`src/rtl/ws2812b_pkg.sv`:
```
// Shared WS2812B definitions: code timing, decode thresholds, receiver states
// and the GRB word layout. The LED driver uses the same package.
package ws2812b_pkg;

    localparam int CLKS_PER_BIT  = 62;
    localparam int T1H           = 39;
    localparam int T1L           = 23;
    localparam int T0H           = 19;
    localparam int T0L           = 43;
    localparam int BIT_THRESHOLD = 29;
    localparam int MIN_HIGH      = 8;
    localparam int MAX_HIGH      = 52;
    localparam int LATCH_CLKS    = 2600;
    localparam int MAX_POS       = 16;

    localparam int GRB_BITS = 24;
    localparam int G_LSB    = 16;
    localparam int R_LSB    = 8;
    localparam int B_LSB    = 0;

    typedef enum logic [1:0] {
        ST_SYNC,
        ST_IDLE,
        ST_HIGH,
        ST_LOW
    } rx_state_e;

    function automatic logic [7:0] grb_field(input logic [GRB_BITS-1:0] word, input int lsb);
        return word[lsb +: 8];
    endfunction

endpackage

```
`src/rtl/ws2812b_pulse_classifier.sv`:
```
// Line front end: synchronizes din, detects edges, measures high and low runs
// and turns each completed high pulse into a bit or a glitch.
module ws2812b_pulse_classifier
    import ws2812b_pkg::*;
#(
    parameter int BIT_THRESHOLD = ws2812b_pkg::BIT_THRESHOLD,
    parameter int MIN_HIGH      = ws2812b_pkg::MIN_HIGH,
    parameter int MAX_HIGH      = ws2812b_pkg::MAX_HIGH,
    parameter int LATCH_CLKS    = ws2812b_pkg::LATCH_CLKS
) (
    input  logic clk,
    input  logic rst_n,
    input  logic din,
    output logic rise,
    output logic bit_strobe,
    output logic bit_value,
    output logic glitch,
    output logic latch
);

    localparam int HW = $clog2(MAX_HIGH + 2);
    localparam int LW = $clog2(LATCH_CLKS + 1);
    localparam logic [HW-1:0] HI_SAT = HW'(MAX_HIGH + 1);
    localparam logic [HW-1:0] HI_MIN = HW'(MIN_HIGH);
    localparam logic [HW-1:0] HI_MAX = HW'(MAX_HIGH);
    localparam logic [HW-1:0] HI_THR = HW'(BIT_THRESHOLD);
    localparam logic [LW-1:0] LO_SAT = LW'(LATCH_CLKS);
    localparam logic [LW-1:0] LO_TRIG = LW'(LATCH_CLKS - 1);

    // [0] metastability flop, [1] synchronized line, [2] previous sample
    logic [2:0]    sync_q, sync_d;
    logic [HW-1:0] hi_cnt_q, hi_cnt_d;
    logic [LW-1:0] lo_cnt_q, lo_cnt_d;
    logic          din_s, din_prev, fall, in_range;

    always_comb begin
        sync_d   = {sync_q[1:0], din};
        din_s    = sync_q[1];
        din_prev = sync_q[2];
        rise     = din_s & ~din_prev;
        fall     = ~din_s & din_prev;

        hi_cnt_d = hi_cnt_q;
        if (rise)
            hi_cnt_d = HW'(1);
        else if (din_s && hi_cnt_q != HI_SAT)
            hi_cnt_d = hi_cnt_q + HW'(1);

        // Any high sample restarts the low run, so latch means truly consecutive low.
        lo_cnt_d = lo_cnt_q;
        if (din_s)
            lo_cnt_d = '0;
        else if (lo_cnt_q != LO_SAT)
            lo_cnt_d = lo_cnt_q + LW'(1);

        in_range   = (hi_cnt_q >= HI_MIN) && (hi_cnt_q <= HI_MAX);
        bit_strobe = fall & in_range;
        glitch     = fall & ~in_range;
        bit_value  = (hi_cnt_q >= HI_THR);
        latch      = ~din_s && (lo_cnt_q == LO_TRIG);
    end

    always_ff @(posedge clk or negedge rst_n) begin
        if (!rst_n) begin
            sync_q   <= '0;
            hi_cnt_q <= '0;
            lo_cnt_q <= '0;
        end else begin
            sync_q   <= sync_d;
            hi_cnt_q <= hi_cnt_d;
            lo_cnt_q <= lo_cnt_d;
        end
    end

endmodule

```
`src/rtl/ws2812b_receiver.sv`:
```
// WS2812B stream decoder: frames bits from the pulse classifier into GRB
// pixels, numbers them within a frame and reports latch and protocol errors.
module ws2812b_receiver
    import ws2812b_pkg::*;
#(
    parameter int CLKS_PER_BIT  = ws2812b_pkg::CLKS_PER_BIT,
    parameter int BIT_THRESHOLD = ws2812b_pkg::BIT_THRESHOLD,
    parameter int MIN_HIGH      = ws2812b_pkg::MIN_HIGH,
    parameter int MAX_HIGH      = ws2812b_pkg::MAX_HIGH,
    parameter int LATCH_CLKS    = ws2812b_pkg::LATCH_CLKS,
    parameter int MAX_POS       = ws2812b_pkg::MAX_POS,
    localparam int IW = $clog2(MAX_POS),
    localparam int PW = IW + 1
) (
    input  logic          clk,
    input  logic          rst_n,
    input  logic          din,
    output logic          pixel_valid,
    output logic [IW-1:0] pixel_index,
    output logic [7:0]    pixel_green,
    output logic [7:0]    pixel_red,
    output logic [7:0]    pixel_blue,
    output logic          frame_done,
    output logic [PW-1:0] frame_pixels,
    output logic          frame_error
);

    localparam logic [PW-1:0] PIX_MAX  = PW'(MAX_POS);
    localparam logic [4:0]    LAST_BIT = 5'(GRB_BITS - 1);

    if (!(MIN_HIGH < BIT_THRESHOLD && BIT_THRESHOLD <= MAX_HIGH &&
          MAX_HIGH < CLKS_PER_BIT && CLKS_PER_BIT < LATCH_CLKS)) begin : g_bad_cfg
        $error("ws2812b_receiver: inconsistent timing parameters");
    end

    logic rise, bit_strobe, bit_value, glitch, latch;

    ws2812b_pulse_classifier #(
        .BIT_THRESHOLD (BIT_THRESHOLD),
        .MIN_HIGH      (MIN_HIGH),
        .MAX_HIGH      (MAX_HIGH),
        .LATCH_CLKS    (LATCH_CLKS)
    ) u_classifier (
        .clk        (clk),
        .rst_n      (rst_n),
        .din        (din),
        .rise       (rise),
        .bit_strobe (bit_strobe),
        .bit_value  (bit_value),
        .glitch     (glitch),
        .latch      (latch)
    );

    rx_state_e           state_q, state_d;
    logic [GRB_BITS-2:0] shift_q, shift_d;
    logic [4:0]          bit_cnt_q, bit_cnt_d;
    logic [PW-1:0]       pix_cnt_q, pix_cnt_d;
    logic                pixel_valid_q, pixel_valid_d;
    logic [IW-1:0]       pixel_index_q, pixel_index_d;
    logic [7:0]          pixel_green_q, pixel_green_d;
    logic [7:0]          pixel_red_q, pixel_red_d;
    logic [7:0]          pixel_blue_q, pixel_blue_d;
    logic                frame_done_q, frame_done_d;
    logic [PW-1:0]       frame_pixels_q, frame_pixels_d;
    logic                frame_error_q, frame_error_d;
    logic [GRB_BITS-1:0] word;

    always_comb begin
        state_d        = state_q;
        shift_d        = shift_q;
        bit_cnt_d      = bit_cnt_q;
        pix_cnt_d      = pix_cnt_q;
        pixel_valid_d  = 1'b0;
        pixel_index_d  = pixel_index_q;
        pixel_green_d  = pixel_green_q;
        pixel_red_d    = pixel_red_q;
        pixel_blue_d   = pixel_blue_q;
        frame_done_d   = 1'b0;
        frame_pixels_d = frame_pixels_q;
        frame_error_d  = 1'b0;
        word           = {shift_q, bit_value};

        case (state_q)
            ST_SYNC: begin
                if (latch)
                    state_d = ST_IDLE;
            end
            ST_IDLE: begin
                if (rise)
                    state_d = ST_HIGH;
            end
            ST_HIGH: begin
                if (glitch) begin
                    frame_error_d = 1'b1;
                    shift_d       = '0;
                    bit_cnt_d     = '0;
                    pix_cnt_d     = '0;
                    state_d       = ST_SYNC;
                end else if (bit_strobe) begin
                    shift_d = word[GRB_BITS-2:0];
                    state_d = ST_LOW;
                    if (bit_cnt_q == LAST_BIT) begin
                        bit_cnt_d = '0;
                        // Overflow pixels are still framed so bit alignment holds.
                        if (pix_cnt_q < PIX_MAX) begin
                            pixel_valid_d = 1'b1;
                            pixel_index_d = pix_cnt_q[IW-1:0];
                            pixel_green_d = grb_field(word, G_LSB);
                            pixel_red_d   = grb_field(word, R_LSB);
                            pixel_blue_d  = grb_field(word, B_LSB);
                            pix_cnt_d     = pix_cnt_q + PW'(1);
                        end
                    end else begin
                        bit_cnt_d = bit_cnt_q + 5'd1;
                    end
                end
            end
            ST_LOW: begin
                if (rise) begin
                    state_d = ST_HIGH;
                end else if (latch) begin
                    frame_done_d   = 1'b1;
                    frame_pixels_d = pix_cnt_q;
                    frame_error_d  = (bit_cnt_q != '0);
                    shift_d        = '0;
                    bit_cnt_d      = '0;
                    pix_cnt_d      = '0;
                    state_d        = ST_IDLE;
                end
            end
            default: state_d = ST_SYNC;
        endcase
    end

    always_ff @(posedge clk or negedge rst_n) begin
        if (!rst_n) begin
            state_q        <= ST_SYNC;
            shift_q        <= '0;
            bit_cnt_q      <= '0;
            pix_cnt_q      <= '0;
            pixel_valid_q  <= 1'b0;
            pixel_index_q  <= '0;
            pixel_green_q  <= '0;
            pixel_red_q    <= '0;
            pixel_blue_q   <= '0;
            frame_done_q   <= 1'b0;
            frame_pixels_q <= '0;
            frame_error_q  <= 1'b0;
        end else begin
            state_q        <= state_d;
            shift_q        <= shift_d;
            bit_cnt_q      <= bit_cnt_d;
            pix_cnt_q      <= pix_cnt_d;
            pixel_valid_q  <= pixel_valid_d;
            pixel_index_q  <= pixel_index_d;
            pixel_green_q  <= pixel_green_d;
            pixel_red_q    <= pixel_red_d;
            pixel_blue_q   <= pixel_blue_d;
            frame_done_q   <= frame_done_d;
            frame_pixels_q <= frame_pixels_d;
            frame_error_q  <= frame_error_d;
        end
    end

    assign pixel_valid  = pixel_valid_q;
    assign pixel_index  = pixel_index_q;
    assign pixel_green  = pixel_green_q;
    assign pixel_red    = pixel_red_q;
    assign pixel_blue   = pixel_blue_q;
    assign frame_done   = frame_done_q;
    assign frame_pixels = frame_pixels_q;
    assign frame_error  = frame_error_q;

endmodule

```
`config.mk`:
```
export PLATFORM = sky130hd
export DESIGN_NAME = ws2812b_receiver
export DESIGN_NICKNAME = d
export VERILOG_FILES = /design/src/rtl/ws2812b_pkg.sv /design/src/rtl/ws2812b_pulse_classifier.sv /design/src/rtl/ws2812b_receiver.sv
export SDC_FILE = /design/constraint.sdc
export NUM_CORES = 1
export LEC_CHECK = 0
export ABC_AREA = 1
export CAP_MARGIN = 0
export CORE_ASPECT_RATIO = 2
export CORE_MARGIN = 2
export CORE_UTILIZATION = 59
export CTS_BUF_LIST = sky130_fd_sc_hd__clkbuf_4 sky130_fd_sc_hd__clkbuf_8
export DETAILED_ROUTE_END_ITERATION = 16
export PLACE_DENSITY = 0.82
export SLEW_MARGIN = 30
export SYNTH_ARGS = -nofsm -noshare
export SYNTH_HDL_FRONTEND = slang
export SYNTH_HIERARCHICAL = 1
export SYNTH_SLANG_ARGS = --single-unit
```
`constraint.sdc`:
```
create_clock -name clk -period 2.1 [get_ports clk]
set_clock_uncertainty 0.1 [all_clocks]
set_input_delay 0.42 -clock clk [delete_from_list [all_inputs] [get_ports clk]]
set_output_delay 0.42 -clock clk [all_outputs]
set_load 0.02 [all_outputs]
```
; After elaboration in Yosys (flattened, before gate mapping)
; Cells that the tools add are included.
[word_totals]
ff_bits = 92
in_bits = 3
out_inout_bits = 36
word_cells = 96
[classes]
add_sub_neg = 4
n_lt_le_gt_ge = 4
n_eq_ne = 13
muxes = 38
bitwise = 9
reduce_logical = 13
[ops]
columns = operator, n
row1 = $mux W23, 4
row2 = $pmux W23 S2, 1
row3 = $mux W5, 9
row4 = $mux W12, 2
row5 = $pmux W5 S2, 2
row6 = $add A12 B1 Y12 const B, 1
row7 = $eq A12 B12 Y1 const B, 1
row8 = $mux W6, 2
row9 = $ne A12 B12 Y1 const B, 1
row10 = $mux W1, 11
row11 = $add A5 B1 Y5 const B, 2
row12 = $mux W2, 5
row13 = $ne A3 B3 Y1 const B, 3
row14 = $pmux W2 S4, 1
row15 = $add A6 B1 Y6 const B, 1
row16 = $ge A6 B4 Y1 const B, 1
row17 = $ge A6 B5 Y1 const B, 1
row18 = $le A6 B6 Y1 const B, 1
row19 = $ne A2 B2 Y1 const B, 3
row20 = $ne A6 B6 Y1 const B, 1
row21 = $reduce_and A6 Y1, 1
row22 = $reduce_bool A2 Y1, 3
row23 = $eq A5 B5 Y1 const B, 1
row24 = $lt A5 B5 Y1 const B, 1
row25 = 12 further kinds, 22

; Depth between registers and ports, before layout
[depth]
word_depth = 6
ltp_mapped = 14
mapped_depth_nobuf = 12

; Modules after synthesis
; Netlist, hierarchy kept.
[by_module_without_submodules]
columns = mod, instances, cells_per_inst, area_each_um2, seq_area_each_um2
row1 = ws2812b_receiver, 1, 349, 3005.4, 1776.7
row2 = ws2812b_pulse_classifier, 1, 175, 1285.0, 525.5

; Worst setup path after synthesis
; No wires, ideal clock.
[synth_timing]
kind = reg-to-reg
from = register u_classifier.hi_cnt_q[0]
to = register bit_cnt_q[1]
setup_time_ns = 0.117
arrival_ns = 1.708
required_time_ns = 1.883
slack_ns = 0.175
stages_incl_launch_ff = 14
n_path_buf = 1
period_less_slack_ns = 1.925
cell_sequence = dfrtp_1 -> inv_1 -> ha_1 -> o21ai_0 -> a21oi_1 -> nor2_1 -> inv_1 -> nand2_1 -> nor2_2 -> nor2_4 -> inv_4 -> buf_6 -> nand2_1 -> nand2_1
[synth_via]
elab_chain_cells = 6
elab_cells_between_ends = 10
cone_classes = 2 x order compare / 1 x eq/ne / 2 x mux / 3 x bitwise / 2 x reduce/logical
[synth_rtl]
columns = element, line
row1 = start: declaration, ws2812b_pulse_classifier.sv:32  ; logic [HW-1:0] hi_cnt_q, hi_cnt_d;
row2 = start signal: assignment, ws2812b_pulse_classifier.sv:70  ; hi_cnt_q <= hi_cnt_d;
row3 = $ge A6 B4 Y1 / $le A6 B6 Y1 (equally long branches), ws2812b_pulse_classifier.sv:56  ; in_range = (hi_cnt_q >= HI_MIN) && (hi_cnt_q <= HI_MAX);
row4 = $logic_and A1 B1 Y1 *, ws2812b_pulse_classifier.sv:56
row5 = $not A1 Y1 *, ws2812b_pulse_classifier.sv:58  ; glitch = fall & ~in_range;
row6 = $and A1 B1 Y1 *, ws2812b_pulse_classifier.sv:58
row7 = via glitch, ws2812b_receiver.sv:36  ; logic rise, bit_strobe, bit_value, glitch, latch;
row8 = $ne A3 B3 Y1 (no line) / $mux W5 (equally long branches), n/a
row9 = $reduce_and A4 Y1 (no line) / $pmux W5 S2 (equally long branches), n/a
row10 = end signal: assignment, ws2812b_receiver.sv:152  ; bit_cnt_q <= bit_cnt_d;
row11 = end: declaration, ws2812b_receiver.sv:56  ; logic [4:0] bit_cnt_q, bit_cnt_d;
; The timed path passes the listed nets; every way through them passes the cells marked *.
; A chain may end at the register's enable or synchronous reset.

; Worst setup path after layout
[layout_timing]
from = register u_classifier.hi_cnt_q[1]
to = register shift_q[2]
[layout_via]
elab_chain_cells = 6
elab_cells_between_ends = 10
cone_classes = 2 x order compare / 1 x eq/ne / 2 x mux / 3 x bitwise / 2 x reduce/logical
[layout_rtl]
columns = element, line
row1 = $ge A6 B4 Y1 / $le A6 B6 Y1 (equally long branches), ws2812b_pulse_classifier.sv:56
row2 = $logic_and A1 B1 Y1 *, ws2812b_pulse_classifier.sv:56
row3 = $not A1 Y1 *, ws2812b_pulse_classifier.sv:58
row4 = $and A1 B1 Y1 *, ws2812b_pulse_classifier.sv:58
row5 = via glitch, ws2812b_receiver.sv:36
row6 = $ne A3 B3 Y1 (no line) / $mux W23 (equally long branches), n/a
row7 = $reduce_and A4 Y1 (no line) / $pmux W23 S2 (equally long branches), n/a
row8 = end signal: assignment, ws2812b_receiver.sv:151  ; shift_q <= shift_d;
row9 = end: declaration, ws2812b_receiver.sv:55  ; logic [GRB_BITS-2:0] shift_q, shift_d;
; Marked as above.

==> results_dict.tcl <==
set metrics [dict create \
    coreArea_um2 7160 \
    drv_slew 0 \
    layout_commonest_cell "nand2_1" \
    cp.depth 13 \
    wl_per_cell_um 12.8 \
    clkPwrFrac 0.347 \
    wl_um 8710 \
    design_power_total_mw 3.17 \
    hold_viol 0 \
    worst_slew_pin_slew_ps 374 \
    setup_viol 0 \
    worstSetupEndpointType "flop" \
    seq_area_um2 2300 \
    fin_util 0.718 \
    cts_buffers 9 \
    grt_first_pass_wirelength_um 15000 \
    crit_family "simple AND/OR/NAND/NOR gates" \
    gp_congestion 0.927 \
    min_path_type "flop to flop" \
    num_rows 44 \
    synth-seq-cells 92 \
    die_x_um 64.3 \
    swShare 0.266 \
    worst-setup-path-type "flop to flop" \
    fin_nets 593 \
    avgViaCountPerCell 5.27 \
    r2r_cells 13 \
    hpwl_um 5720 \
    htree_levels 3 \
    p_int_mw 2.33 \
    numPortBuffers 38 \
    slowest_stage "dfrtp_1" \
    drc_errors 0 \
    first_pass_iters 5 \
    max_freq_ghz 0.490 \
    syn2layout_area_growth_pct 19.8 \
    crit_chain "inv_1 > ha_1 > o21ai_2 > a21oi_1 > nor2_1 > inv_2 > nand2_1 > nor2_4 > nor2_4 > buf_12 > buf_8 > nand3_1 > nand2_1" \
    power-per-cell-area_nw_per_um2 617 \
    yosysUniqueCellTypes 28 \
    cp-start-kind "flop" \
    antenna_found_initial 0 \
    final_cell_mix "nand2_1 (211), dfrtp_1 (92), nand3_1 (49), inv_1 (42), clkdlybuf4s50_1 (37)" \
    hold_slack_ps 252 \
    io_pins 39 \
    multi_input_area_um2 1710 \
    min_period_ps 2040 \
    cts.sinks 92 \
    grt_max_degree 59 \
    ys_seq_area_frac 0.537 \
    crit_path_max_fanout 9 \
    root_buffer "clkbuf_8" \
    start_util 0.599 \
    antenna_cells 0 \
    p_seq_frac 0.573 \
    die_h_um 125 \
    maxCapViolCount 0 \
    path_buf_inv 4 \
    dieArea_um2 8010 \
    required_ps 2320 \
    cts_buffer_depth 2 \
    crit_arrival_ps 2260 \
    period_share 0.972 \
    synth_area_per_cell_um2 8.19 \
    clk_pin_slew_ps 100 \
    max-vdd-ir-drop_mv 0.614 \
    fill_cells 542 \
    syn-num-nets 536 \
    p_sw_mw 0.843 \
    combPwrFrac 0.080 \
    leakagePower_nw 2.65 \
    status "finished, final reports clean" \
    grt.overflow.total 0 \
    cts_tree "built" \
    critPathMaxStageDelay_ps 390 \
    grt_pass1_vias 3497 \
    netlist_area_um2 4290 \
    syn_inst 524 \
    dr.first_iter.drc_count 198 \
    relSlewSlack 0.751 \
    grt_util_all_layers 0.234 \
    yosysWarnings 6 \
    ant_nets 0 \
    vias 3576 \
    drive_above_1_share 0.116 \
    min_path_cells 0 \
    clk_latency_ps 370 \
]
synth_stat cells (all sizes together):
library cell  count  area, µm²
o21ba             1       10.0
nand2           213        802
a211oi            1       7.51
dfrtp            92       2300
nand3            54        290
o21bai            1       7.51
xnor2             1       8.76
ha                9        113
xor2              2       17.5
nor2             36        158
nand4             8       50.1
nor3              7       40.0
a21oi             7       35.0
o21a              1       7.51
buf              16        115
nand3b            3       22.5
inv              50        190
o21ai            22        114
final timing paths:
path	start	endpoint	slack (ps)
max	u_classifier/hi_cnt_q[1]$_DFFE_PN0P_	shift_q[2]$_DFFE_PN0P_	60
min	u_classifier/sync_q[0]$_DFF_PN0_	u_classifier/sync_q[1]$_DFF_PN0_	250
max reg2reg	u_classifier/hi_cnt_q[1]$_DFFE_PN0P_	shift_q[2]$_DFFE_PN0P_	60
min reg2reg	u_classifier/sync_q[0]$_DFF_PN0_	u_classifier/sync_q[1]$_DFF_PN0_	250
max in group asynchronous	rst_n	shift_q[20]$_DFFE_PN0P_	1010
min in group asynchronous	rst_n	u_classifier/lo_cnt_q[4]$_DFFE_PN0P_	350
timing repair:
item                                    CTS  global route
setup buffers                             0             2
hold buffers                              1             0
resized for setup                         2            20
cloned                                    0             1
endpoints found under the setup margin   12            62
hold endpoints to repair                 14             0
pin swaps                                 0             2
flip-flops by register name, indices dropped and copies added, names as in the netlist, 3 cells and up:
| signal | cells |
|---|---|
| bit_cnt_q | 5 |
| pixel_green | 8 |
| shift_q | 23 |
| frame_pixels | 5 |
| pixel_index | 4 |
| pixel_red | 8 |
| u_classifier/sync_q | 3 |
| pix_cnt_q | 5 |
| u_classifier/lo_cnt_q | 12 |
| pixel_blue | 8 |
| u_classifier/hi_cnt_q | 6 |
metal layers:
metal | wire (µm) | GRT usage | part of all wire | vias to the layer above
met2 | 4490 | 0.387 | 0.52 | 79
met1 | 3750 | 0.298 | 0.43 | 1718
met5 | 0 | 0 | 0 | -
met4 | 182 | 0.100 | 0.021 | 0
li1 | - | - | - | 1762
met3 | 293 | 0.0425 | 0.034 | 17
area by class of cell:
type	count	share of cell area
clock inverters	7	0.0107
well taps	92	0.0224
repair buffers	62	0.123
flip-flops and latches	92	0.448
multi-input cells	366	0.333
clock buffers	9	0.0241
inverters	50	0.0390
metrics by stage:
stage	cell area [µm²]	TNS, ps	setup slack (ps)	std cells
detailed placement	4830	-71.9	-21.7	658
global route	5140	-1410	-73.7	678
global placement	4830	0	67.3	658
floorplan	4290	0	175	524
finish	5140	0	58.8	678
CTS	5030	0	3.21	675
logic make-up after synthesis:
| group | count (synthesis) | synth area share |
|---|---|---|
| fa+ha+maj | 9 | 0.0262 |
| compound gates | 33 | 0.0423 |
| simple gates | 321 | 0.318 |
| buf+inv | 66 | 0.0712 |
| xor+xnor | 3 | 0.00613 |
| flops | 92 | 0.537 |
power groups by stage:
stage,clock (mW),combinational [mW],sequential (mW)
after CTS,1.13,0.242,1.81
after detailed placement,0,0.241,1.85
after floorplan,0,0.137,1.85
final,1.10,0.254,1.81
after global routing,1.18,0.296,1.82
after global placement,0,0.234,1.85
No activity file was read; power rests on OpenSTA's default activity.
